$ cat config.mk
export PLATFORM = sky130hd
export DESIGN_NAME = sim_dev_link
export DESIGN_NICKNAME = d
export VERILOG_FILES = /design/src/rtl/sim_link_pkg.sv /design/src/rtl/det_debounce.sv /design/src/rtl/sim_dev_link.sv
export SDC_FILE = /design/constraint.sdc
export NUM_CORES = 1
export LEC_CHECK = 0
export ABC_AREA = 1
export CAP_MARGIN = 20
export CORE_UTILIZATION = 35
export DETAILED_ROUTE_END_ITERATION = 16
export PLACE_DENSITY_LB_ADDON = 0.12
export SETUP_SLACK_MARGIN = 0.1
export SLEW_MARGIN = 20
export SYNTH_ARGS = -nofsm -noshare
export SYNTH_HDL_FRONTEND = slang
export SYNTH_SLANG_ARGS = --single-unit
$ cat constraint.sdc
create_clock -name sys_clk -period 1.7 [get_ports sys_clk]
set_input_delay 0.17 -clock sys_clk [delete_from_list [all_inputs] [get_ports sys_clk]]
set_output_delay 0.17 -clock sys_clk [all_outputs]
set_load 0.01 [all_outputs]
$ cat src/rtl/sim_link_pkg.sv
// Shared definitions for the sim device link: tx FSM encoding and command frame layout.
package sim_link_pkg;

    typedef enum logic {
        ST_IDLE = 1'b0,
        ST_SEND = 1'b1
    } tx_state_t;

    localparam int FRM_HDR_MSB  = 7;
    localparam int FRM_HDR_LSB  = 6;
    localparam int FRM_DESTROY  = 5;
    localparam int FRM_PLACE    = 4;
    localparam int FRM_MOVE_MSB = 3;
    localparam int FRM_MOVE_LSB = 0;

    function automatic logic [7:0] build_frame(
        input logic [1:0] hdr,
        input logic       destroy,
        input logic       place,
        input logic [3:0] moving
    );
        logic [7:0] f;
        f = '0;
        f[FRM_HDR_MSB:FRM_HDR_LSB]   = hdr;
        f[FRM_DESTROY]               = destroy;
        f[FRM_PLACE]                 = place;
        f[FRM_MOVE_MSB:FRM_MOVE_LSB] = moving;
        return f;
    endfunction

endpackage

$ cat src/rtl/det_debounce.sv
// One detector channel: agree-counter debounce of the sampled rx bit, cleared to
// the obstacle-present state while the link is down.
module det_debounce import sim_link_pkg::*; #(
    parameter int DEBOUNCE_N = 3
) (
    input  logic i_clk,
    input  logic i_rst_n,
    input  logic i_clear,
    input  logic i_valid,
    input  logic i_sample,
    output logic o_det
);

    logic       r_cand;
    logic       r_det;
    logic [3:0] r_cnt;
    logic       w_cand_nxt;
    logic [3:0] w_cnt_nxt;

    always_comb begin
        w_cand_nxt = r_cand;
        w_cnt_nxt  = r_cnt;
        if (i_sample == r_cand) begin
            if (r_cnt < 4'(DEBOUNCE_N)) begin
                w_cnt_nxt = r_cnt + 4'd1;
            end
        end else begin
            w_cand_nxt = i_sample;
            w_cnt_nxt  = 4'd1;
        end
    end

    // A fresh sample wins over the clear so the byte that revives the link counts.
    always_ff @(posedge i_clk or negedge i_rst_n) begin
        if (!i_rst_n) begin
            r_cand <= 1'b0;
            r_cnt  <= 4'd0;
            r_det  <= 1'b0;
        end else if (i_valid) begin
            r_cand <= w_cand_nxt;
            r_cnt  <= w_cnt_nxt;
            if (w_cnt_nxt == 4'(DEBOUNCE_N)) begin
                r_det <= w_cand_nxt;
            end
        end else if (i_clear) begin
            r_cand <= 1'b0;
            r_cnt  <= 4'd0;
            r_det  <= 1'b1;
        end
    end

    assign o_det = r_det;

endmodule

$ cat src/rtl/sim_dev_link.sv
// Command/telemetry link to the simulated car: periodic and on-change command frames
// over a valid/ready tx port, debounced detector bits and a watchdog on the rx side.
module sim_dev_link import sim_link_pkg::*; #(
    parameter int         TX_PERIOD  = 100000,
    parameter int         CHANGE_TX  = 1,
    parameter int         NUM_DET    = 4,
    parameter int         DEBOUNCE_N = 3,
    parameter int         TIMEOUT    = 10000000,
    parameter logic [1:0] HDR        = 2'b10
) (
    input  logic               sys_clk,
    input  logic               rst,
    input  logic               power,
    input  logic [3:0]         moving_state,
    input  logic               place_barrier,
    input  logic               destroy_barrier,
    output logic [7:0]         tx_data,
    output logic               tx_valid,
    input  logic               tx_ready,
    input  logic [7:0]         rx_data,
    input  logic               rx_valid,
    output logic [NUM_DET-1:0] detector,
    output logic               link_up,
    output logic [15:0]        frame_cnt,
    output tx_state_t          o_dbg_tx_state
);

    localparam int PW = $clog2(TX_PERIOD);
    localparam int WW = $clog2(TIMEOUT + 1);

    // tx_valid is high exactly in SEND; a frame is accepted on tx_valid && tx_ready,
    // and tx_data does not change while tx_valid is high.
    tx_state_t    r_state, w_state_nxt;
    logic [PW-1:0] r_period;
    logic          r_held;
    logic          r_pend_place;
    logic          r_pend_destroy;
    logic [7:0]    r_tx_data;
    logic [5:0]    r_last_cmd;
    logic [15:0]   r_frame_cnt;
    logic [WW-1:0] r_wd;

    logic [3:0]         w_moving;
    logic [7:0]         w_cmd;
    logic               w_period_hit;
    logic               w_change;
    logic               w_trigger;
    logic               w_accept;
    logic               w_start;
    logic               w_link_up;
    logic [NUM_DET-1:0] w_det;
    logic               w_unused_rx;

    assign w_moving     = power ? moving_state : 4'b0000;
    assign w_cmd        = build_frame(HDR, r_pend_destroy, r_pend_place, w_moving);
    assign w_period_hit = (r_period == PW'(TX_PERIOD - 1));
    // Pulse bits are excluded so clearing a pending request does not spawn a frame.
    assign w_change     = (CHANGE_TX != 0) && ({HDR, w_moving} != r_last_cmd);
    assign w_trigger    = w_period_hit | w_change | r_held | r_pend_place | r_pend_destroy;
    assign w_accept     = (r_state == ST_SEND) && tx_ready;
    assign w_start      = (r_state == ST_IDLE) && w_trigger;

    always_ff @(posedge sys_clk or negedge rst) begin
        if (!rst) begin
            r_state <= ST_IDLE;
        end else begin
            r_state <= w_state_nxt;
        end
    end

    always_comb begin
        w_state_nxt = r_state;
        case (r_state)
            ST_IDLE: if (w_trigger) w_state_nxt = ST_SEND;
            ST_SEND: if (tx_ready)  w_state_nxt = ST_IDLE;
            default: w_state_nxt = ST_IDLE;
        endcase
    end

    always_ff @(posedge sys_clk or negedge rst) begin
        if (!rst) begin
            r_period       <= '0;
            r_held         <= 1'b0;
            r_pend_place   <= 1'b0;
            r_pend_destroy <= 1'b0;
            r_tx_data      <= 8'd0;
            r_last_cmd     <= 6'd0;
            r_frame_cnt    <= 16'd0;
        end else begin
            if (w_start || w_period_hit) begin
                r_period <= '0;
            end else begin
                r_period <= r_period + PW'(1);
            end
            if (w_start) begin
                r_held    <= 1'b0;
                r_tx_data <= w_cmd;
            end else if (w_period_hit && (r_state == ST_SEND)) begin
                r_held <= 1'b1;
            end
            if (w_accept) begin
                r_last_cmd  <= {r_tx_data[FRM_HDR_MSB:FRM_HDR_LSB], r_tx_data[FRM_MOVE_MSB:FRM_MOVE_LSB]};
                r_frame_cnt <= r_frame_cnt + 16'd1;
            end
            // Only the frame that carried a request may retire it.
            r_pend_place   <= place_barrier |
                              (r_pend_place & ~(w_accept & r_tx_data[FRM_PLACE]));
            r_pend_destroy <= destroy_barrier |
                              (r_pend_destroy & ~(w_accept & r_tx_data[FRM_DESTROY]));
        end
    end

    always_ff @(posedge sys_clk or negedge rst) begin
        if (!rst) begin
            r_wd <= '0;
        end else if (rx_valid) begin
            r_wd <= '0;
        end else if (r_wd < WW'(TIMEOUT)) begin
            r_wd <= r_wd + WW'(1);
        end
    end

    assign w_link_up = (r_wd < WW'(TIMEOUT));

    for (genvar g = 0; g < NUM_DET; g++) begin : g_det
        det_debounce #(
            .DEBOUNCE_N (DEBOUNCE_N)
        ) u_det (
            .i_clk    (sys_clk),
            .i_rst_n  (rst),
            .i_clear  (~w_link_up),
            .i_valid  (rx_valid),
            .i_sample (rx_data[g]),
            .o_det    (w_det[g])
        );
    end

    assign w_unused_rx    = ^rx_data[7:NUM_DET];
    assign tx_valid       = (r_state == ST_SEND);
    assign tx_data        = r_tx_data;
    assign frame_cnt      = r_frame_cnt;
    assign link_up        = w_link_up;
    assign detector       = w_link_up ? w_det : {NUM_DET{1'b1}};
    assign o_dbg_tx_state = r_state;

endmodule
==> metrics.cfg <==
[status]
status=finished with violations
violations=setup timing

[setup_path]
worst-path-max-fanout=7
path_cells=nor2_4, nor2_1, nor2_1, nand2_1, nand2_2, nand2_4, or2_4, buf_6
critical_path_arrival_ns=1.66
worstReg2RegStart=r_wd[22]
crit_buf_inv=1
endpoint_kind=output pin
crit_start=r_wd[22]
path_common_cell=nor2_1
startpoint_type=flip-flop
cpPeakStageDelay_ns=0.41
cp_data_required_time_ns=1.53
crit_type=reg -> out
cpLargestDelayFamily=simple AND/OR/NAND/NOR gates
crit_slowest_cell=dfrtp_1

[timing]
fin_worst_skew_ns=0.00531
post-route-period-util=1.08
drv_slew=0
min_period_ns=1.83
final-setup-viol-count=35
finalHoldViolations=0
rsz0062_at_grt=yes
max-slew-margin-rel=0.642
max_freq_mhz=547
worstMarginPinSlew_ns=0.538
fin_ws_ns=-0.128

[route]
finalWirelength_um=13200
first_pass_iters=5
viasPerCell=4.57
ant_nets=0
num_vias=4913
drc=0
post_drt_wl_per_cell_um=12.3
drtIter0Drc=230

[cts]
cts_buffers=9
h-tree-depth=3
cts_tree=built
cts_buffer_depth=2
clock_latency_ns=0.35
clock_sinks=97
clk_pin_slew_ns=0.07
cts_root_buffer=clkbuf_16

[yosys]
synth_top_cell_by_area=dfrtp_1
ys.flop_type=dfrtp_1
synth_enable_flop_cells=0
synth_nets=782
synth_area_leaders=dfrtp_1 44%, nand2_1 18%, nor2_1 6.7%, inv_1 6.1%, nand3_1 4.9%
post-synth-top-count-cell=nand2_1
syn_area_um2=5500
ys_top_cells_by_count=267 x nand2_1, 98 x nor2_1, 97 x dfrtp_1, 89 x inv_1, 54 x nand3_1
syn_avg_cell_area_um2=7.29
ys.warnings.count=0
yosysUniqueCellTypes=36
async_flop_share=1.00
synth_top_cell_area_share=0.442
synth-seq-cells=97
yosysSeqAreaShare=0.442
netlist_instances=754

[pwr]
power.density_nw_per_um2=1040
power.leakage_uw=0.00358
ir_drop_v=0.000492
power_uw=7420

[floorplanning]
core_area_um2=15300
start_util=0.360
rows=45
pin_count=50
die_h_um=127
dieArea_um2=16200
die_x_um=127

[min_path]
min_from=power
hp-class=in -> reg

[grt]
grt_pass1_wl_um=22600
antenna_found_initial=0
grt_max_degree=98
grt_usage=0.176
grt_pass1_vias=4879
grt-ovfl-total=0

[job]
drv_cap=0

[place]
hpwl_um=9210
dp.cells=1044
gp_congestion=0.915
port_buffers=44

[final_layout]
num_antenna_cells=0
finish.utilization=0.469
syn_to_final_growth_pct=30.3
drive_gt1_frac=0.159
instances_no_fill=1075
final_nets=887
fillers=1496

## metrics by stage
| stage | setup slack, ns | hold WS, ns | TNS [ns] | instance area (um2) |
|---|---|---|---|---|
| 2_1_floorplan | 0.154 | -0.126 | 0 | 5500 |
| 3_3_place_gp | -0.205 | 0.280 | -2.28 | 6510 |
| 3_5_place_dp | -0.171 | 0.287 | -2.88 | 6510 |
| 4_1_cts | -0.141 | 0.381 | -2.35 | 7030 |
| 5_1_grt | -0.232 | 0.242 | -7.46 | 7160 |
| 6_report | -0.128 | 0.206 | -1.84 | 7160 |
## metal layers
metal	GRT usage	up-vias	share of wire
li1	-	2530	-
met1	0.239	2290	0.49
met2	0.280	69	0.46
met3	0.0272	24	0.030
met4	0.0749	0	0.024
met5	0	-	0
## sequential cells by signal (all words and copies together) (netlist names), 4 cells and up
signal	flops
frame_cnt	16
g_det.u_det.r_cnt	16
tx_data	7
r_period	17
r_wd	24
r_last_cmd	5
g_det.u_det.o_det	4
g_det.u_det.r_cand	4
## logic make-up after synthesis
logic type,share of synthesized area
adders and majority gates,0.0205
xor gates and xnor gates,0.0574
AOI/OAI and AO/OA,0.0492
DFF,0.442
buffers and inverters,0.0835
and+or+nand+nor,0.347
other,0.000682
## path summary, 6_finish.rpt
kind	to	slack, ns	cells after the start
setup / recovery	detector[0]	-0.13	8
hold reg to reg	r_last_cmd[5]	0.49	2
min in group asynchronous	tx_data[0]	0.40	3
setup reg to reg	r_wd[8]	-0.08	12
hold / removal	tx_data[2]	0.21	3
max in group asynchronous	frame_cnt[6]	0.85	3
## placed cells by master (no fill, tap or decap), types with 5 or more instances in the layout
master           count
nand2_1            262
dfrtp_1             96
nor2_1              90
inv_1               87
nand3_1             51
buf_4               50
clkdlybuf4s50_1     37
xor2_1              26
o21ai_0             24
xnor2_1             10
nor3_1              10
clkbuf_16            9
buf_6                9
nand4_1              8
ha_1                 8
nand2_2              7
o21ai_2              6
nor2_4               6
nor2_2               6
inv_2                5
buf_12               5
## report_power, final
part,switching [uW],internal [uW]
sequential,306,2690
clock,934,1340
combinational,1060,1100
## area by class of cell
class / instances / area (um2) / area share
sequential: 97 / 2430 / 0.339
tap: 211 / 264 / 0.0369
timing repair inverter: 2 / 25.0 / 0.00350
inverter: 93 / 365 / 0.0510
timing repair buffer: 106 / 1000 / 0.140
clock inverter: 6 / 90.1 / 0.0126
multi-input combinational: 550 / 2740 / 0.383
clock buffer: 10 / 239 / 0.0334
## worst register-to-register path: stages (launching register included)
cell     delay (ns)
dfrtp_1        0.41
nor2_4         0.14
buf_4          0.12
nand3_1        0.07
nor2_1         0.09
nand2_1        0.10
nand2_4        0.13
buf_4          0.14
buf_6          0.10
nand2_8        0.07
buf_8          0.15
nand2_1        0.06
o21ai_0        0.07
## repair_timing
action | 4_1_cts | 5_1_grt
cloned | 2 | 0
hold endpoints to repair | 97 | 0
resized for setup | 51 | 30
hold buffers | 1 | 0
setup endpoints to repair | 40 | 84
pin swaps | 4 | 13
setup buffers | 9 | 4
No activity file was read; power rests on OpenSTA's default activity.
